===== config.mk =====
export PLATFORM = sky130hd
export DESIGN_NAME = pipe_ctrl
export DESIGN_NICKNAME = d
export VERILOG_FILES = /design/src/rtl/pipe_ctrl_pkg.sv /design/src/rtl/pipe_scoreboard.sv /design/src/rtl/pipe_ctrl.sv
export SDC_FILE = /design/constraint.sdc
export NUM_CORES = 1
export LEC_CHECK = 0
export CORE_MARGIN = 1
export CORE_UTILIZATION = 59
export DETAILED_ROUTE_END_ITERATION = 8
export PLACE_DENSITY = 0.84
export SLEW_MARGIN = 20
export SYNTH_ARGS = -nofsm -noshare
export SYNTH_HDL_FRONTEND = slang
export SYNTH_SLANG_ARGS = --single-unit

===== constraint.sdc =====
create_clock -name clock -period 4.9 [get_ports clock]
set_input_delay 0.49 -clock clock [delete_from_list [all_inputs] [get_ports clock]]
set_output_delay 0.49 -clock clock [all_outputs]
set_load 0.02 [all_outputs]

===== src/rtl/pipe_ctrl_pkg.sv =====
// Shared pipeline definitions: register-file size and pipe_ctrl FSM encodings.
package pipe_ctrl_pkg;

  localparam int unsigned REG_NUM = 32;
  localparam int unsigned REG_AW  = 5;

  typedef enum logic [1:0] {
    ST_RUN      = 2'd0,
    ST_MEM_WAIT = 2'd1,
    ST_DRAIN    = 2'd2,
    ST_FLUSH    = 2'd3
  } pipe_state_e;

  // One-hot register select; x0 is hardwired and never tracked.
  function automatic logic [REG_NUM-1:0] reg_onehot(input logic ena,
                                                    input logic [REG_AW-1:0] addr);
    logic [REG_NUM-1:0] v;
    v = '0;
    if (ena && (addr != '0)) v[addr] = 1'b1;
    return v;
  endfunction

endpackage


===== src/rtl/pipe_scoreboard.sv =====
// Register scoreboard: pending-writer and load-writer masks for RAW detection.
// PIPE_CTRL_FWD_EN: hazard mask is the load mask (only load-use stalls); otherwise the pending mask.
module pipe_scoreboard
  import pipe_ctrl_pkg::*;
(
  input  logic               clock,
  input  logic               rst,
  input  logic               i_set_ena,
  input  logic [REG_AW-1:0]  i_set_addr,
  input  logic               i_set_load,
  input  logic               i_clr_ena,
  input  logic [REG_AW-1:0]  i_clr_addr,
  output logic [REG_NUM-1:0] o_pending,
  output logic [REG_NUM-1:0] o_hazard_mask
);

  logic [REG_NUM-1:0] r_pending;
  logic [REG_NUM-1:0] r_load;
  logic [REG_NUM-1:0] w_set;
  logic [REG_NUM-1:0] w_clr;

  always_comb begin
    w_set = reg_onehot(i_set_ena, i_set_addr);
    w_clr = reg_onehot(i_clr_ena, i_clr_addr);
  end

  // A same-cycle issue to the retiring register keeps the bit set.
  always_ff @(posedge clock) begin
    if (rst) begin
      r_pending <= '0;
      r_load    <= '0;
    end else begin
      r_pending <= (r_pending & ~w_clr) | w_set;
      r_load    <= (r_load & ~w_clr & ~w_set) | (i_set_load ? w_set : '0);
    end
  end

  assign o_pending = r_pending;

`ifdef PIPE_CTRL_FWD_EN
  assign o_hazard_mask = r_load;
`else
  assign o_hazard_mask = r_pending;
`endif

endmodule


===== src/rtl/pipe_ctrl.sv =====
// Pipeline hazard/stall controller: RAW interlock, in-flight limit, memory stall, serialisation, flush.
// Hazard policy selected by PIPE_CTRL_FWD_EN inside pipe_scoreboard.
module pipe_ctrl
  import pipe_ctrl_pkg::*;
#(
  parameter int unsigned MAX_INFLIGHT = 3
) (
  input  logic        clock,
  input  logic        rst,
  input  logic        id_valid,
  input  logic        id_rs1_r_ena,
  input  logic [4:0]  id_rs1_r_addr,
  input  logic        id_rs2_r_ena,
  input  logic [4:0]  id_rs2_r_addr,
  input  logic        id_rd_w_ena,
  input  logic [4:0]  id_rd_w_addr,
  input  logic        id_mem_to_reg,
  input  logic        id_serial,
  input  logic        ex_redirect,
  input  logic        mem_req,
  input  logic        mem_ready,
  input  logic        wb_valid,
  input  logic        wb_rd_w_ena,
  input  logic [4:0]  wb_rd_w_addr,
  output logic        id_issue,
  output logic        id_stall,
  output logic        id_flush,
  output logic        if_stall,
  output logic        pipe_stall,
  output logic [1:0]  state_o
);

  localparam int unsigned CNT_W = $clog2(MAX_INFLIGHT + 1);
  localparam logic [CNT_W-1:0] CNT_MAX = CNT_W'(MAX_INFLIGHT);

  pipe_state_e        r_state;
  pipe_state_e        w_state_nxt;
  logic [CNT_W-1:0]   r_count;
  logic [REG_NUM-1:0] w_pending;
  logic [REG_NUM-1:0] w_haz_mask;
  logic               w_mem_stall;
  logic               w_drained;
  logic               w_hazard;
  logic               w_flush;
  logic               w_issue;

  pipe_scoreboard u_sb (
    .clock         (clock),
    .rst           (rst),
    .i_set_ena     (id_issue & id_rd_w_ena),
    .i_set_addr    (id_rd_w_addr),
    .i_set_load    (id_mem_to_reg),
    .i_clr_ena     (wb_valid & wb_rd_w_ena),
    .i_clr_addr    (wb_rd_w_addr),
    .o_pending     (w_pending),
    .o_hazard_mask (w_haz_mask)
  );

  always_ff @(posedge clock) begin
    if (rst) r_state <= ST_RUN;
    else     r_state <= w_state_nxt;
  end

  // Next state, issue decision and reset-gated outputs.
  always_comb begin
    w_state_nxt = r_state;
    id_issue    = 1'b0;
    id_stall    = 1'b0;
    id_flush    = 1'b0;
    if_stall    = 1'b0;
    pipe_stall  = 1'b0;
    state_o     = 2'b00;

    w_mem_stall = mem_req & ~mem_ready;
    w_drained   = (r_count == '0) && (w_pending == '0);
    w_hazard    = (id_rs1_r_ena && (id_rs1_r_addr != '0) && w_haz_mask[id_rs1_r_addr]) ||
                  (id_rs2_r_ena && (id_rs2_r_addr != '0) && w_haz_mask[id_rs2_r_addr]);
    w_flush     = (ex_redirect & ~w_mem_stall) | (r_state == ST_FLUSH);
    w_issue     = id_valid & ~w_hazard & ~w_mem_stall & ~w_flush &
                  ((r_count < CNT_MAX) | wb_valid) & ~(id_serial & ~w_drained);

    if (w_mem_stall) begin
      w_state_nxt = ST_MEM_WAIT;
    end else if (ex_redirect) begin
      w_state_nxt = ST_FLUSH;
    end else begin
      unique case (r_state)
        ST_RUN:   if (id_valid & id_serial & ~w_drained) w_state_nxt = ST_DRAIN;
        ST_DRAIN: if (w_drained) w_state_nxt = ST_RUN;
        default:  w_state_nxt = ST_RUN;
      endcase
    end

    if (!rst) begin
      id_issue   = w_issue;
      id_flush   = w_flush;
      pipe_stall = w_mem_stall;
      id_stall   = w_mem_stall | (id_valid & ~w_issue & ~w_flush);
      if_stall   = id_stall;
      state_o    = r_state;
    end
  end

  // In-flight counter; issue is already blocked at the limit unless a retire frees a slot.
  always_ff @(posedge clock) begin
    if (rst) begin
      r_count <= '0;
    end else if (id_issue && !wb_valid) begin
      r_count <= r_count + CNT_W'(1);
    end else if (!id_issue && wb_valid && (r_count != '0)) begin
      r_count <= r_count - CNT_W'(1);
    end
  end

endmodule


Yosys cells after proc, flatten, opt, wreduce, memory -nomap -nowiden
Index checks and enable logic that the tools add are counted.
{ "word_totals": {"wordCells": 95, "latch_bits": 0, "rom_bits": 0, "n_memories": 0, "register_bits": 36, "input_bits": 33, "out_inout_bits": 7, "mem_bits_rw": 0} }
{ "classes": {"bitwise_logic": 27, "n_eq_ne": 6, "multipliers": 0, "addsub": 2, "n_div": 0, "order_cmp": 7, "mux": 22, "shift": 0, "reduce_logical": 27} }
{ "ops": {"columns": ["op", "n"], "rows": [
  ["32-bit two-way mux", 2],
  ["32-bit AND", 1],
  ["32-bit logical NOT", 1],
  ["32-bit NOT", 1],
  ["32-bit OR", 1],
  ["5-bit by 6-bit < comparator with 1-bit output (second input constant)", 4],
  ["5-bit nonzero test", 4],
  ["1-bit AND", 14],
  ["1-bit logical AND", 12],
  ["2-bit two-way mux", 6],
  ["1-bit binary-select mux with 5-bit select", 2],
  ["1-bit demux with 5-bit select", 2],
  ["5-bit by 1-bit >= comparator with 1-bit output (second input constant)", 2],
  ["1-bit two-way mux", 9],
  ["4-bit != test (second input constant)", 2],
  ["1-bit NOT", 7],
  ["3-bit != test (second input constant)", 2],
  ["2-bit == test (second input constant)", 2],
  ["2-bit logical NOT", 2],
  ["2-bit case mux with 2 select lines", 1],
  ["2-bit AND reduction", 2],
  ["2-bit nonzero test", 2],
  ["1-bit OR", 3],
  ["2-bit by 1-bit adder with 2-bit output (second input constant)", 1],
  ["other kinds (5)", 6]
]} }

Depth between registers and ports, before layout
{ "depth": {"depth_word": 16, "mapped_depth": 8, "mapped_depth_nobuf": 6} }

By module
A second synthesis with hierarchy kept.
{ "hier_totals": {"cells_unflattened": 282, "hier_area_um2": 2572.5} }
{ "modules_own_cells": {"columns": ["module", "instances", "area_each_um2", "cells_each", "seq_area_each_um2"], "rows": [
  ["pipe_scoreboard", 1, 1596.5, 191, 640.6],
  ["pipe_ctrl", 1, 975.9, 91, 80.1]
]} }

Least setup slack after synthesis
No wires, ideal clock.
{ "synth_path": {"kind": "input to output", "start": "in id_rs1_r_addr[0]", "end": "out id_issue", "path_stages": 8, "slack_ns": 1.921, "path_buffers": 2, "arrival_time_ns": 2.489, "cell_sequence": "buf_2 mux4_2 mux2_2 nor3b_1 a211oi_1 or4_4 buf_6 inv_2"} }
{ "synth_via": {"elab_chain_len": 11} }
{ "synth_rtl": {"columns": ["element", "line", "text"], "rows": [
  ["start: declaration", "pipe_ctrl.sv:12", "input logic [4:0] id_rs1_r_addr,"],
  ["1-bit binary-select mux with 5-bit select / 5-bit nonzero test (equally long branches)", "pipe_ctrl.sv:76", "w_hazard = (id_rs1_r_ena && (id_rs1_r_addr != '0) && w_haz_mask[id_rs1_r_addr]) ||"],
  ["1-bit two-way mux (not written as such) / 1-bit logical AND (equally long branches)", "pipe_ctrl.sv:76", null],
  ["1-bit logical AND (*)", "pipe_ctrl.sv:76", null],
  ["1-bit logical OR (*)", "pipe_ctrl.sv:76", null],
  ["1-bit NOT (*)", "pipe_ctrl.sv:79", "w_issue = id_valid & ~w_hazard & ~w_mem_stall & ~w_flush &"],
  ["1-bit AND (*) (4 in series)", "pipe_ctrl.sv:79", null],
  ["1-bit AND (*)", "pipe_ctrl.sv:80", "((r_count < CNT_MAX) | wb_valid) & ~(id_serial & ~w_drained);"],
  ["1-bit two-way mux (*)", "pipe_ctrl.sv:94", "if (!rst) begin"],
  ["end: declaration", "pipe_ctrl.sv:25", "output logic id_issue,"]
]} }
Every way passes the cells marked *; elsewhere a longest branch is shown, timed or not. The select of a mux whose other input is x is not followed.

Worst setup path in the final report
{ "layout_path": {"start": "in id_rs2_r_addr[0]", "end": "out id_issue"} }
{ "layout_via": {"elab_chain_len": 11} }
{ "layout_rtl": {"columns": ["element", "line", "text"], "rows": [
  ["start: declaration", "pipe_ctrl.sv:14", "input logic [4:0] id_rs2_r_addr,"],
  ["1-bit binary-select mux with 5-bit select / 5-bit nonzero test (equally long branches)", "pipe_ctrl.sv:77", "(id_rs2_r_ena && (id_rs2_r_addr != '0) && w_haz_mask[id_rs2_r_addr]);"],
  ["1-bit two-way mux (not written as such) / 1-bit logical AND (equally long branches)", "pipe_ctrl.sv:77", null],
  ["1-bit logical AND (*)", "pipe_ctrl.sv:77", null],
  ["1-bit logical OR (*)", "pipe_ctrl.sv:76", null],
  ["1-bit NOT (*)", "pipe_ctrl.sv:79", null],
  ["1-bit AND (*) (4 in series)", "pipe_ctrl.sv:79", null],
  ["1-bit AND (*)", "pipe_ctrl.sv:80", null],
  ["1-bit two-way mux (*)", "pipe_ctrl.sv:94", null]
]} }
Marks and branches as above.

==> flow_summary.json <==
{
  "run_status": "finished, final reports clean",
  "synth-seq-area-share": 0.2711,
  "slew_headroom": 0.3607,
  "critical_path.endpoint_type": "output pin",
  "parity_gate_share_of_the_synthesized_area_counting_xor_and_xnor_cells": 0,
  "finalHoldViolations": 0,
  "maxClockFrequency_mhz": 233.7,
  "crit_fanout": 11,
  "post_drt_wl_per_cell_um": 17.64,
  "crit_type": "input pin to output pin",
  "grt_first_pass_wirelength_um": 11470,
  "finalNetCount": 379,
  "layout.filler_cells": 363,
  "grt_setup_unrepaired": "no",
  "syn_area_um2": 2659,
  "floorplan.die.width_um": 69.13,
  "grt_util_all_layers": 0.3044,
  "clock_power_share": 0.349,
  "ir_worst_vdd_uv": 245.7,
  "synth-async-reset-ratio": 0,
  "cp_bufs_invs": 3,
  "wl_met2_um": 3316,
  "syn-num-nets": 350,
  "count_of_yosys_warnings_during_synthesis": 0,
  "synth.mux.area_fraction": 0.1572,
  "yosys_register_bits": 36,
  "cp.arrival_ns": 3.79,
  "critical-path-top-delay-family": "buffers and inverters",
  "detail-route-antenna-nets": 0,
  "clock_tree.htree_level_count": 2,
  "grt_pass1_vias": 2369,
  "largest_cells_by_area_after_synthesis": "sky130_fd_sc_hd__dfxtp_1 27%, sky130_fd_sc_hd__o21ai_2 9.6%, sky130_fd_sc_hd__mux4_2 9.3%",
  "tritoncts_clock_tree": "built",
  "syn_inst": 317,
  "sw_frac_of_total": 0.2893,
  "timing.setup.tns_ns": 0,
  "worst_setup_hold_path_clk_slew_ns": 0.08,
  "complex_gate_fraction_of_the_synthesized_area": 0.1920,
  "p_leak_nw": 1.050,
  "vias": 2512,
  "finalCriticalPeriod_ns": 4.278,
  "gp_congestion": 0.8751,
  "initialDrtViolationCount": 186,
  "post_route_cells_drive_above_1_share": 0.1816,
  "holdCritPathClass": "flip-flop to flip-flop",
  "port_buffers": 38,
  "placed_cells": 391,
  "yosys.area.top_type_share": 0.2711,
  "library_cell_occupying_the_most_area_in_the_post_synthesis_netlist": "sky130_fd_sc_hd__dfxtp_1",
  "top_metal_layer_carrying_routed_signals": "met4",
  "critical_path.most_common_cell": "sky130_fd_sc_hd__clkdlybuf4s50_1",
  "numCtsBuffers": 5,
  "post-dp-hpwl_um": 5230,
  "wl_met3_um": 489,
  "power.combinational.fraction": 0.179,
  "floorplan.rows": 24,
  "post_cts_resized": 0,
  "synth_commonest_cells": "54 x sky130_fd_sc_hd__nand2_1, 36 x sky130_fd_sc_hd__dfxtp_1, 29 x sky130_fd_sc_hd__o21ai_2",
  "synth-edff-count": 0,
  "intPower_mw": 0.4454,
  "detail_route.first_pass.iterations": 4,
  "diodes": 0,
  "die_height_um": 69.13,
  "multiInputGateArea_um2": 1797,
  "most_frequent_cell_after_synthesis": "sky130_fd_sc_hd__nand2_1",
  "i_o_pin_count": 40,
  "numClockSinks": 36,
  "share_of_total_power_in_sequential_cells": 0.472,
  "timing.critical_path.required_ns": 4.41,
  "pin_count_of_the_biggest_net_entering_global_routing": 51,
  "hold_buffers": 0,
  "timing.clock.skew_ns": 0.006965,
  "finalWirelength_um": 7038,
  "clk_latency_ns": 0.30,
  "finalSetupViolations": 0,
  "highest_delay_cell_along_the_critical_path": "sky130_fd_sc_hd__clkdlybuf4s50_1",
  "critical-path-max-stage-delay_ns": 0.87,
  "route.layer.met1.wl_um": 3028,
  "switching_power_mw": 0.1813,
  "powerDensity_nw_per_um2": 202.1,
  "route.detailed.drc": 0,
  "final_cell_count_no_fill": 399,
  "flow.area_growth_from_synthesis_pct": 16.61,
  "antenna_found_initial": 0,
  "worst_tran_pin_value_ns": 0.9569,
  "synthesis.area_per_instance_um2": 8.387,
  "sum_of_overflow_across_all_layers_after_global_routing": 0,
  "setup_fix_bufs_post_cts": 0,
  "post_synth_num_cell_types": 46,
  "cts_root_buf": "sky130_fd_sc_hd__clkbuf_8",
  "starting_utilization_of_the_core_area": 0.6106,
  "min_period_over_period": 0.8731,
  "combinational_family_with_the_most_area_after_synthesis": "simple AND/OR/NAND/NOR gates",
  "dieArea_um2": 4779,
  "synth_simple_gate_area_frac": 0.3266,
  "route.detailed.vias_per_inst": 6.296,
  "cts-root-to-sink-buffers": 2,
  "floorplan.core_area_um2": 4354,
  "synth_fa_ha_area_frac": 0,
  "seq_area_um2": 720.7,
  "max_cap_violations": 0,
  "worstPathCellList": "clkdlybuf4s50_1 > mux2_4 > a222oi_1 > nand3_1 > and3_1 > or4_4 > inv_2 > clkdlybuf4s50_1",
  "synth_top_flop_cell": "sky130_fd_sc_hd__dfxtp_1",
  "timing.final.max_slew_violations": 0,
  "critical_path.startpoint_type": "input pin"
}
[final timing paths]
kind,from,to,slack [ns],depth (start not counted)
worst max register to register,u_sb.o_hazard_mask[24],u_sb.o_hazard_mask[29],2.23,7
worst min register to register,u_sb.o_hazard_mask[0],u_sb.o_hazard_mask[0],0.51,1
worst min-delay path,u_sb.o_hazard_mask[0],u_sb.o_hazard_mask[0],0.51,1
worst max-delay path,id_rs2_r_addr[0],id_issue,0.62,8
[state kept, by name, summed over array words and instances, names as in the netlist]
name and cells:
u_sb.o_hazard_mask 32, r_state 2, r_count 2
[routing by layer]
| metal | track usage | vias up |
|---|---|---|
| li1 | - | 1230 |
| met4 | 0.1610 | 0 |
| met1 | 0.3985 | 1165 |
| met5 | 0 | - |
| met2 | 0.4811 | 100 |
| met3 | 0.04971 | 17 |
[cell type report]
type                    count  area share
clock buffers               5     0.02220
clock inverters             3    0.007667
inverters                   8    0.009685
multi-input cells         255      0.5795
flip-flops and latches     36      0.2324
well taps                  52     0.02098
repair buffers             40      0.1275
[through the flow]
step	power (mW)	utilization	area (um2)	worst slack [ns]	hold slack (ns)
3_5_place_dp	0.4137	0.6908	3008	0.6390	0.4959
6_report	0.6267	0.7121	3100	0.6218	0.5115
2_1_floorplan	0.3677	-	2659	1.921	0.4580
3_3_place_gp	0.4120	0.6908	3008	0.7034	0.4965
5_1_grt	0.6515	0.7121	3100	0.4698	0.5206
4_1_cts	0.6305	0.7121	3100	0.6285	0.5066
[power groups by stage]
stage	logic (mW)	registers [mW]	clock network, mW
6_report	0.112	0.296	0.219
5_1_grt	0.120	0.296	0.235
4_1_cts	0.111	0.296	0.223
3_5_place_dp	0.111	0.303	0
3_3_place_gp	0.109	0.303	0
2_1_floorplan	0.0654	0.302	0
[cells by family (layout without fill, tap and decap cells)]
kind of cell / after synthesis / in the layout
multiplexers: 26 / 26
AND/OR/NAND/NOR: 160 / 160
AO/OA/AOI/OAI: 69 / 69
buffers and inverters: 26 / 56
flip-flops: 36 / 36
[layout by cell type (no fill, tap or decap), types with 6 or more instances in the layout]
cell type	synthesis	routed
sky130_fd_sc_hd__nor4_1	9	9
sky130_fd_sc_hd__a21oi_1	6	6
sky130_fd_sc_hd__nand2_1	54	54
sky130_fd_sc_hd__nor3b_1	9	9
sky130_fd_sc_hd__o21ai_2	29	29
sky130_fd_sc_hd__mux2_2	6	6
sky130_fd_sc_hd__nand3b_1	15	15
sky130_fd_sc_hd__nor2_1	12	12
sky130_fd_sc_hd__clkdlybuf4s50_1	0	38
sky130_fd_sc_hd__mux4_2	11	11
sky130_fd_sc_hd__nor2b_1	21	21
sky130_fd_sc_hd__dfxtp_1	36	36
sky130_fd_sc_hd__nor3_1	11	11
sky130_fd_sc_hd__inv_1	7	7
sky130_fd_sc_hd__o21ai_0	17	17
No activity file was read; power rests on OpenSTA's default activity.
==> patch: new RTL, same flow settings <==
Change the parameter `MAX_INFLIGHT` from 3 to 6.
--- a/src/rtl/pipe_ctrl.sv
+++ b/src/rtl/pipe_ctrl.sv
@@ -4,5 +4,5 @@
   import pipe_ctrl_pkg::*;
 #(
-  parameter int unsigned MAX_INFLIGHT = 3
+  parameter int unsigned MAX_INFLIGHT = 6
 ) (
   input  logic        clock,
Formal check against the unedited RTL: not equivalent (Yosys sat finds a counterexample within 4 cycles, from zero or initial values and one cycle with rst high).
==> patch against the original RTL <==
Worst setup slack improved by 0.068 ns. Critical endpoint is now id_stall. Power rose by 34%. Area after synthesis fell by 2.7%. Synthesized cell count fell by 4.4%. Sequential power rose by 10%. Sequential cell count rose by 1. Clock power rose by 47%. Design area fell by 0.93%. Worst hold slack improved by 0.0070 ns. Routed wire length rose by 4.3%.
==> patch: results (changes against the original RTL) <==
[metrics] result of the run: finished, final reports clean
[metrics] first-pass GRT wire length: 11400 um (-0.24%)
[metrics] Post-DP HPWL: 5260 um (+0.54%)
[metrics] pre-CTS WS: 0.655 ns (+0.0160 ns)
[metrics] global-route track usage on met2: 53.3% (+5.2 points)
[metrics] met3 GRT Util: 4.50% (-0.47 points)
[metrics] Nets: 365 (-3.7%)
[metrics] endpoint of the most critical register-to-register path: r_count[1]$_SDFFE_PP0P_
[metrics] Tot GR Track Use: 33.6% (+3.1 points)
[metrics] sum of routed wire segments on met1: 3100 um (+2.3%)
[metrics] syn_nets: 337 (-3.7%)
[metrics] GR Util met1: 47.0% (+7.2 points)
[metrics] Max-Slew Margin vs Limit: 34.6% (-1.5 points)
[metrics] total wire length: 7340 um (+4.3%)
[metrics] register area share after synthesis: 28.6% (+1.5 points)
[metrics] final estimated routing congestion in global placement: 0.869 (-0.74%)
[metrics] Crit path largest cell delay: 0.76 ns (-0.11 ns)
[metrics] maximum ir drop on the vdd rail: 186 uV (-24%)
[metrics] fraction of final layout cells with drive strength greater than 1: 9.34% (-8.8 points)
[metrics] Min-Delay Startpoint: u_sb.o_hazard_mask[6]$_SDFF_PP0_
[metrics] pin count of the biggest net entering global routing: 61 (+20%)
[metrics] Worst Clk Skew: 0.00494 ns (-0.00202 ns)
[metrics] Reg-to-Reg Start: r_count[0]$_SDFFE_PP0P_
[metrics] via count: 2667 (+6.2%)
[metrics] number of distinct library cell variants in the gate-level netlist after synthesis: 47 (+2.2%)
[metrics] most used standard cells in the synthesized netlist: dfxtp_1, a21oi_1, nand2_1
[metrics] worst hold stages: 2 (+1)
[metrics] maximum net fanout on the critical path: 27 (+16)
[metrics] number of optimization iterations in the first detailed-route pass: 4 (unchanged)
[metrics] number of DRC markers in iteration 0: 351 (+89%)
[metrics] worst hold endpoint: u_sb.o_hazard_mask[6]$_SDFF_PP0_
[metrics] register-to-register path setup slack: 1.44 ns (-0.79 ns)
[metrics] met3 routed wirelength: 659 um (+35%)
[metrics] Detail Route met2 WL: 3490 um (+5.2%)
[metrics] number of global-route vias before repair: 2347 (-0.93%)
[metrics] top post-synthesis cells by area: dfxtp_1, mux4_2, or4_1
[metrics] total leakage power: 0.996 nW (-5.2%)
[metrics] number of cells traversed by the worst register-to-register path: 12 (+5)
==> patch: cell types whose count changed after synthesis, sizes merged, moves of 7 or more <==
cell / unedited run / this run
inv: 8 / 1
or4: 1 / 23
nor2b: 21 / 11
o21ai: 48 / 24
a21oi: 6 / 27
nand2: 54 / 26
nand3: 5 / 14
==> patch: cell families after synthesis <==
kind of cell / after synthesis / synth area share [%]
buffers and inverters: 22 / 4.64
muxes: 22 / 15.8
and+or+nand+nor: 143 / 31.7
DFF: 37 / 28.6
adders and majority gates: 1 / 0.774
AOI/OAI and AO/OA: 78 / 18.5
==> patch: area by class of cell <==
type / count / area, sq um
Fill cell: 328 / 1040
Tap cell: 50 / 62.6
Inverter: 1 / 3.75
Clock inverter: 3 / 65.1
Clock buffer: 5 / 68.8
Sequential cell: 37 / 741
Multi-Input combinational cell: 244 / 1730
Timing Repair Buffer: 42 / 405
==> patch: worst max-delay path by stage <==
stage / start / end / slack (ns) / cells after the start
CTS: id_rs1_r_addr[0] / id_stall / 0.67 / 8
global route: id_rs1_r_addr[0] / if_stall / 0.53 / 8
finish: id_rs1_r_addr[0] / id_stall / 0.69 / 8
global placement: id_rs1_r_addr[0] / if_stall / 0.72 / 8
floorplan: id_rs1_r_addr[0] / r_count[1]$_SDFFE_PP0P_ / 1.55 / 13
detailed placement: id_rs1_r_addr[0] / r_count[1]$_SDFFE_PP0P_ / 0.65 / 13
==> patch: metrics by stage <==
stage / hold slack [ns] / instances / instance area [sq um]
finish: 0.518 / 382 / 3070
detailed placement: 0.496 / 374 / 2940
global placement: 0.488 / 374 / 2940
floorplan: 0.467 / 303 / 2590
CTS: 0.507 / 382 / 3070
global route: 0.534 / 382 / 3070
==> patch: power by group <==
group          internal [W]  switching [W]
Combinational     0.0000813       0.000110
Sequential         0.000311      0.0000144
Clock              0.000202       0.000118
